**src/rtl/dmi_reg_arbiter.sv**
```systemverilog
// Two-host arbiter for the core debug register bus: one pending slot per host,
// round-robin grant, ack timeout with error return, and a sticky overrun flag.
module dmi_reg_arbiter #(
  parameter int TIMEOUT = 255
) (
  input  logic        core_clk,
  input  logic        core_rst,

  input  logic        m0_en,
  input  logic        m0_wr,
  input  logic [31:0] m0_addr,
  input  logic [31:0] m0_wdata,
  output logic        m0_busy,
  output logic        m0_ack,
  output logic        m0_err,
  output logic [31:0] m0_rdata,
  output logic        m0_ovr,
  input  logic        m0_ovr_clr,

  input  logic        m1_en,
  input  logic        m1_wr,
  input  logic [31:0] m1_addr,
  input  logic [31:0] m1_wdata,
  output logic        m1_busy,
  output logic        m1_ack,
  output logic        m1_err,
  output logic [31:0] m1_rdata,
  output logic        m1_ovr,
  input  logic        m1_ovr_clr,

  output logic        reg_en,
  output logic        reg_wr_en,
  output logic [31:0] reg_wr_addr,
  output logic [31:0] reg_wr_data,
  input  logic [31:0] rd_data,
  input  logic        reg_ack
);

  // Handshake: a host pulses mN_en for one cycle; the block answers with exactly
  // one mN_ack pulse per accepted request. Toward the core, reg_en is a one-cycle
  // pulse and the request fields stay stable until reg_ack (or timeout) ends it.
  localparam int CW = (TIMEOUT > 0) ? $clog2(TIMEOUT + 1) : 1;
  localparam logic [CW-1:0] CNT_LIMIT = CW'(TIMEOUT);
  localparam logic [CW-1:0] CNT_MAX   = '1;
  localparam bit TO_EN = (TIMEOUT > 0);

  typedef enum logic {
    ST_IDLE = 1'b0,
    ST_WAIT = 1'b1
  } state_t;

  state_t state_q, state_d;

  logic [1:0]       req_en, req_wr, ovr_clr;
  logic [1:0][31:0] req_addr, req_wdata;

  logic [1:0]       busy_q, slot_wr_q, ack_q, err_q, ovr_q;
  logic [1:0][31:0] slot_addr_q, slot_wdata_q, rdata_q;
  logic             last_q, gnt_q, gnt_d;
  logic             grant_go, done, done_err, timed_out;
  logic [1:0]       free;
  logic [CW-1:0]    cnt_q;
  logic             reg_en_q, reg_wr_en_q;
  logic [31:0]      reg_wr_addr_q, reg_wr_data_q;

  assign req_en    = {m1_en, m0_en};
  assign req_wr    = {m1_wr, m0_wr};
  assign req_addr  = {m1_addr, m0_addr};
  assign req_wdata = {m1_wdata, m0_wdata};
  assign ovr_clr   = {m1_ovr_clr, m0_ovr_clr};

  always_comb begin
    state_d   = state_q;
    gnt_d     = gnt_q;
    grant_go  = 1'b0;
    done      = 1'b0;
    done_err  = 1'b0;
    timed_out = TO_EN && (cnt_q == CNT_LIMIT);
    case (state_q)
      ST_IDLE: begin
        if (|busy_q) begin
          grant_go = 1'b1;
          state_d  = ST_WAIT;
          // With both slots full the port that did not win last time goes next.
          gnt_d    = (&busy_q) ? ~last_q : busy_q[1];
        end
      end
      ST_WAIT: begin
        if (reg_ack) begin
          done    = 1'b1;
          state_d = ST_IDLE;
        end else if (timed_out) begin
          done     = 1'b1;
          done_err = 1'b1;
          state_d  = ST_IDLE;
        end
      end
      default: state_d = ST_IDLE;
    endcase
    free = 2'b00;
    if (done) free[gnt_q] = 1'b1;
  end

  always_ff @(posedge core_clk) begin
    if (core_rst) begin
      state_q       <= ST_IDLE;
      busy_q        <= 2'b00;
      slot_wr_q     <= 2'b00;
      slot_addr_q   <= '0;
      slot_wdata_q  <= '0;
      rdata_q       <= '0;
      ack_q         <= 2'b00;
      err_q         <= 2'b00;
      ovr_q         <= 2'b00;
      last_q        <= 1'b1;
      gnt_q         <= 1'b0;
      cnt_q         <= '0;
      reg_en_q      <= 1'b0;
      reg_wr_en_q   <= 1'b0;
      reg_wr_addr_q <= 32'h0;
      reg_wr_data_q <= 32'h0;
    end else begin
      state_q  <= state_d;
      reg_en_q <= grant_go;
      ack_q    <= free;
      err_q    <= done_err ? free : 2'b00;

      if (grant_go) begin
        gnt_q         <= gnt_d;
        reg_wr_en_q   <= slot_wr_q[gnt_d];
        reg_wr_addr_q <= slot_addr_q[gnt_d];
        reg_wr_data_q <= slot_wdata_q[gnt_d];
        cnt_q         <= '0;
      end else if (state_q == ST_WAIT && cnt_q != CNT_MAX) begin
        cnt_q <= cnt_q + 1'b1;
      end

      if (done) begin
        last_q <= gnt_q;
        if (!slot_wr_q[gnt_q]) rdata_q[gnt_q] <= done_err ? 32'h0 : rd_data;
      end

      for (int i = 0; i < 2; i++) begin
        // A slot being freed this edge may be refilled on the same edge.
        if (req_en[i] && (!busy_q[i] || free[i])) begin
          busy_q[i]       <= 1'b1;
          slot_wr_q[i]    <= req_wr[i];
          slot_addr_q[i]  <= req_addr[i];
          slot_wdata_q[i] <= req_wdata[i];
        end else if (free[i]) begin
          busy_q[i] <= 1'b0;
        end
        if (req_en[i] && busy_q[i] && !free[i]) ovr_q[i] <= 1'b1;
        else if (ovr_clr[i])                    ovr_q[i] <= 1'b0;
      end
    end
  end

  assign m0_busy     = busy_q[0];
  assign m0_ack      = ack_q[0];
  assign m0_err      = err_q[0];
  assign m0_rdata    = rdata_q[0];
  assign m0_ovr      = ovr_q[0];
  assign m1_busy     = busy_q[1];
  assign m1_ack      = ack_q[1];
  assign m1_err      = err_q[1];
  assign m1_rdata    = rdata_q[1];
  assign m1_ovr      = ovr_q[1];
  assign reg_en      = reg_en_q;
  assign reg_wr_en   = reg_wr_en_q;
  assign reg_wr_addr = reg_wr_addr_q;
  assign reg_wr_data = reg_wr_data_q;

endmodule
```
**config.mk**
```make
export PLATFORM = sky130hd
export DESIGN_NAME = dmi_reg_arbiter
export DESIGN_NICKNAME = d
export VERILOG_FILES = /design/src/rtl/dmi_reg_arbiter.sv
export SDC_FILE = /design/constraint.sdc
export NUM_CORES = 1
export LEC_CHECK = 0
export ABC_AREA = 1
export CAP_MARGIN = 20
export CORE_ASPECT_RATIO = 0.9
export CORE_MARGIN = 2
export CORE_UTILIZATION = 49
export DETAILED_ROUTE_END_ITERATION = 8
export GPL_TIMING_DRIVEN = 1
export HOLD_SLACK_MARGIN = 0.03
export PLACE_DENSITY = 0.8
export SLEW_MARGIN = 40
export SYNTH_ARGS = -nofsm -noshare
export SYNTH_HDL_FRONTEND = slang
export SYNTH_SLANG_ARGS = --single-unit
```
**constraint.sdc**
```tcl
create_clock -name core_clk -period 2 [get_ports core_clk]
set_input_delay 0.4 -clock core_clk [delete_from_list [all_inputs] [get_ports core_clk]]
set_output_delay 0.4 -clock core_clk [all_outputs]
set_load 0.01 [all_outputs]
```
==> impl_metrics.toml <==
[run_status]
status = "finished clean"

[global_routing]
grt.overflow.total = 0
antenna_found_initial = 2
grt_pass1_wl_um = 54100
grt_max_degree = 65
grt.total_usage_pct = 25.98
grt_pass1_vias = 11010

[floorplanning]
dieArea_um2 = 25480
rows = 54
die_h_um = 151.6
io_pins = 307
die_x_um = 168.0
coreArea_um2 = 23990
start_util_pct = 49.47

[route]
wirelength_um = 35130
dr.first_iter.drc_count = 897
wl_per_cell_um = 15.50
via_per_inst = 5.226
ant_nets = 0
num_vias = 11840
drc = 0
first_pass_iters = 5

[worst_setup_path]
ff2ff_path_depth = 10
path_cells = "clkdlybuf4s50_1"
max_stage_delay_ns = 0.56
cpLargestDelayFamily = "buffers and inverters"
arrival_ns = 1.51
r2r_setup_slack_ns = 0.15
cp_max_fo = 2
end_kind = "output port"
worst-setup-path-type = "register to output port"
slowest_stage = "clkdlybuf4s50_1"
cp.required_ns = 1.60
reg2reg_from = "cnt_q[1]$_SDFFE_PP0P_"
crit_buf_inv = 1
r2r-end = "m1_rdata[3]$_SDFFE_PP0P_"
startpoint_type = "register"

[timing]
drv_slew = 0
rsz0062_at_grt = "false"
clock_skew_ns = 0.01002
worst_pin_slew_ns = 0.4488
slew_headroom_pct = 70.08
fin_crit_sh_pct = 95.43
period_minus_slack_ns = 1.909
fmax_mhz = 524.0
setup_viol = 0
fin_tns_setup_ns = 0
hold_violations = 0

[clock_network]
cts_tree = "built"
cts-htree-levels = 1
cts_hold_buffers = 0
root_buffer = "clkbuf_16"
worstSkewPairLatency_ns = 0.55
ctsLongestPathBuffers = 3
path_clk_slew_ns = 0.06
cts.sink_count = 279
postCtsSetupBuffers = 0
cts_buffers = 30

[hold_path]
hold_path.class = "input port to register"
whs_endpoint = "busy_q[1]$_SDFFE_PP0P_"
worstHoldStart = "m1_en"
hold_depth = 3

[cells_and_area]
fillers = 1971
syn_to_final_growth_pct = 38.01
nNetsFinal = 2103
drive_gt1_share_pct = 5.828

[yosys]
synth_area_leaders = "dfxtp_1 47%, a21oi_1 11%, nand2_1 11%, inv_1 6.0%, nand3_1 5.7%"
syn_nets = 1854
synthCells = 1684
synth.cell_area_um2 = 11870
post-synth-top-area-cell = "dfxtp_1"
ys_ff_latch = 279
ys_types = 28
ys_seq_area_share_pct = 47.07
synth_top_area_share_pct = 47.07
avgSynthCellArea_um2 = 7.047
synth_warnings = 0

[power_and_ir_drop]
peakVddDrop_mv = 0.5445
fin_total_pwr_w = 0.01488
power.density_nw_per_um2 = 908.4
p_leak_nw = 7.007

[place]
hpwl_um = 22310
place_congestion = 0.8487
portBuffers = 306

[run]
maxCapViolations = 0
[Yosys cell counts, drive strengths merged]
cell / instances
nand2: 350
dfxtp: 279
a21oi: 266
inv: 192
nor2: 181
nand3: 137
o21ai: 134
buf: 72
clkbuf: 59
o21bai: 5
nand4: 4
ha: 1
o211ai: 1
o31ai: 1
or2: 1
xnor2: 1
[how the worst max path moves through the flow]
stage / start / to / slack [ns] / cells after the start
floorplan: cnt_q[0]$_SDFFE_PP0P_ / slot_addr_q[28]$_SDFFE_PP0P_ / 0.31 / 12
global route: cnt_q[1]$_SDFFE_PP0P_ / slot_wdata_q[60]$_SDFFE_PP0P_ / 0.006 / 11
detailed placement: reg_ack / slot_addr_q[32]$_SDFFE_PP0P_ / 0.1 / 9
CTS: reg_wr_data[3]$_SDFFE_PP0P_ / reg_wr_data[3] / 0.09 / 1
finish: reg_wr_addr[15]$_SDFFE_PP0P_ / reg_wr_addr[15] / 0.09 / 1
global placement: reg_ack / slot_addr_q[46]$_SDFFE_PP0P_ / 0.14 / 9
[per-stage QoR]
stage / util [%] / worst slack, ns / cells / hold WS, ns / area, µm²
2_1_floorplan: - / 0.3143 / 1684 / 0.4291 / 11870
3_3_place_gp: 63.30 / 0.1357 / 2206 / 0.4411 / 15180
3_5_place_dp: 63.30 / 0.09537 / 2206 / 0.4457 / 15180
4_1_cts: 67.83 / 0.09167 / 2261 / 0.2626 / 16270
5_1_grt: 68.27 / 0.006313 / 2265 / 0.2860 / 16370
6_report: 68.28 / 0.09145 / 2266 / 0.2808 / 16380
[layout by cell type (no fill, tap or decap), types with 4 or more instances in the layout]
master and count:
inv_1 189, o21bai_1 5, bufinv_16 5, a21oi_1 265, clkbuf_8 8, nand3_1 135, dfxtp_1 277, nor2_4 4
clkbuf_1 7, nand2_1 345, o21ai_0 102, nand4_1 4, buf_12 19, clkdlybuf4s50_1 301, nor2_1 175, clkbuf_16 34
buf_4 20, o21ai_1 31
[sequential cells by signal, summed over array words and instances (netlist names)]
signal	flops
ack_q	2
busy_q	2
cnt_q	8
err_q	2
gnt_q	1
last_q	1
m0_rdata	32
m1_rdata	32
ovr_q	2
reg_en	1
reg_wr_addr	32
reg_wr_data	32
reg_wr_en	1
slot_addr_q	64
slot_wdata_q	64
slot_wr_q	2
state_q	1
[cell families (layout without fill, tap and decap cells)]
group                      count (synthesis)  after routing  synth area share [%]
xor gates and xnor gates                   1              1               0.07382
adders and majority gates                  1              1                0.1054
other                                      0              2                     0
AOI/OAI and AO/OA                        407            407                 17.38
and+or+nand+nor                          673            673                 23.43
buffers and inverters                    323            595                 11.95
DFF                                      279            279                 47.07
[power by group]
part / internal (W) / leakage [nW] / switching, W
clock: 0.00376 / 0.527 / 0.00221
combinational: 0.00124 / 4.19 / 0.00140
sequential: 0.00600 / 2.29 / 0.000261
[layer usage]
metal	global-route usage [%]	routed length, µm	vias up
li1	-	-	5861
met1	32.85	14620	5379
met2	44.11	16310	503
met3	4.390	2783	97
met4	11.43	1405	2
met5	0	13	-
[cell type report]
class / instances / area (µm²) / share of cell area, %
clock buffer: 46 / 912.1 / 5.570
antenna: 2 / 5.005 / 0.03056
multi-input combinational: 1082 / 4892 / 29.87
tap: 308 / 385.4 / 2.353
clock inverter: 9 / 175.2 / 1.070
inverter: 192 / 723.2 / 4.416
sequential: 279 / 5588 / 34.12
timing repair buffer: 348 / 3696 / 22.57
[timing repair]
item / in CTS / in global routing
resized for setup: 3 / 5
pin swaps: 0 / 1
endpoints found under the hold margin: 0 / 0
cloned: 0 / 3
endpoints found under the setup margin: 2 / 29
(Power assumes the default switching activity.)
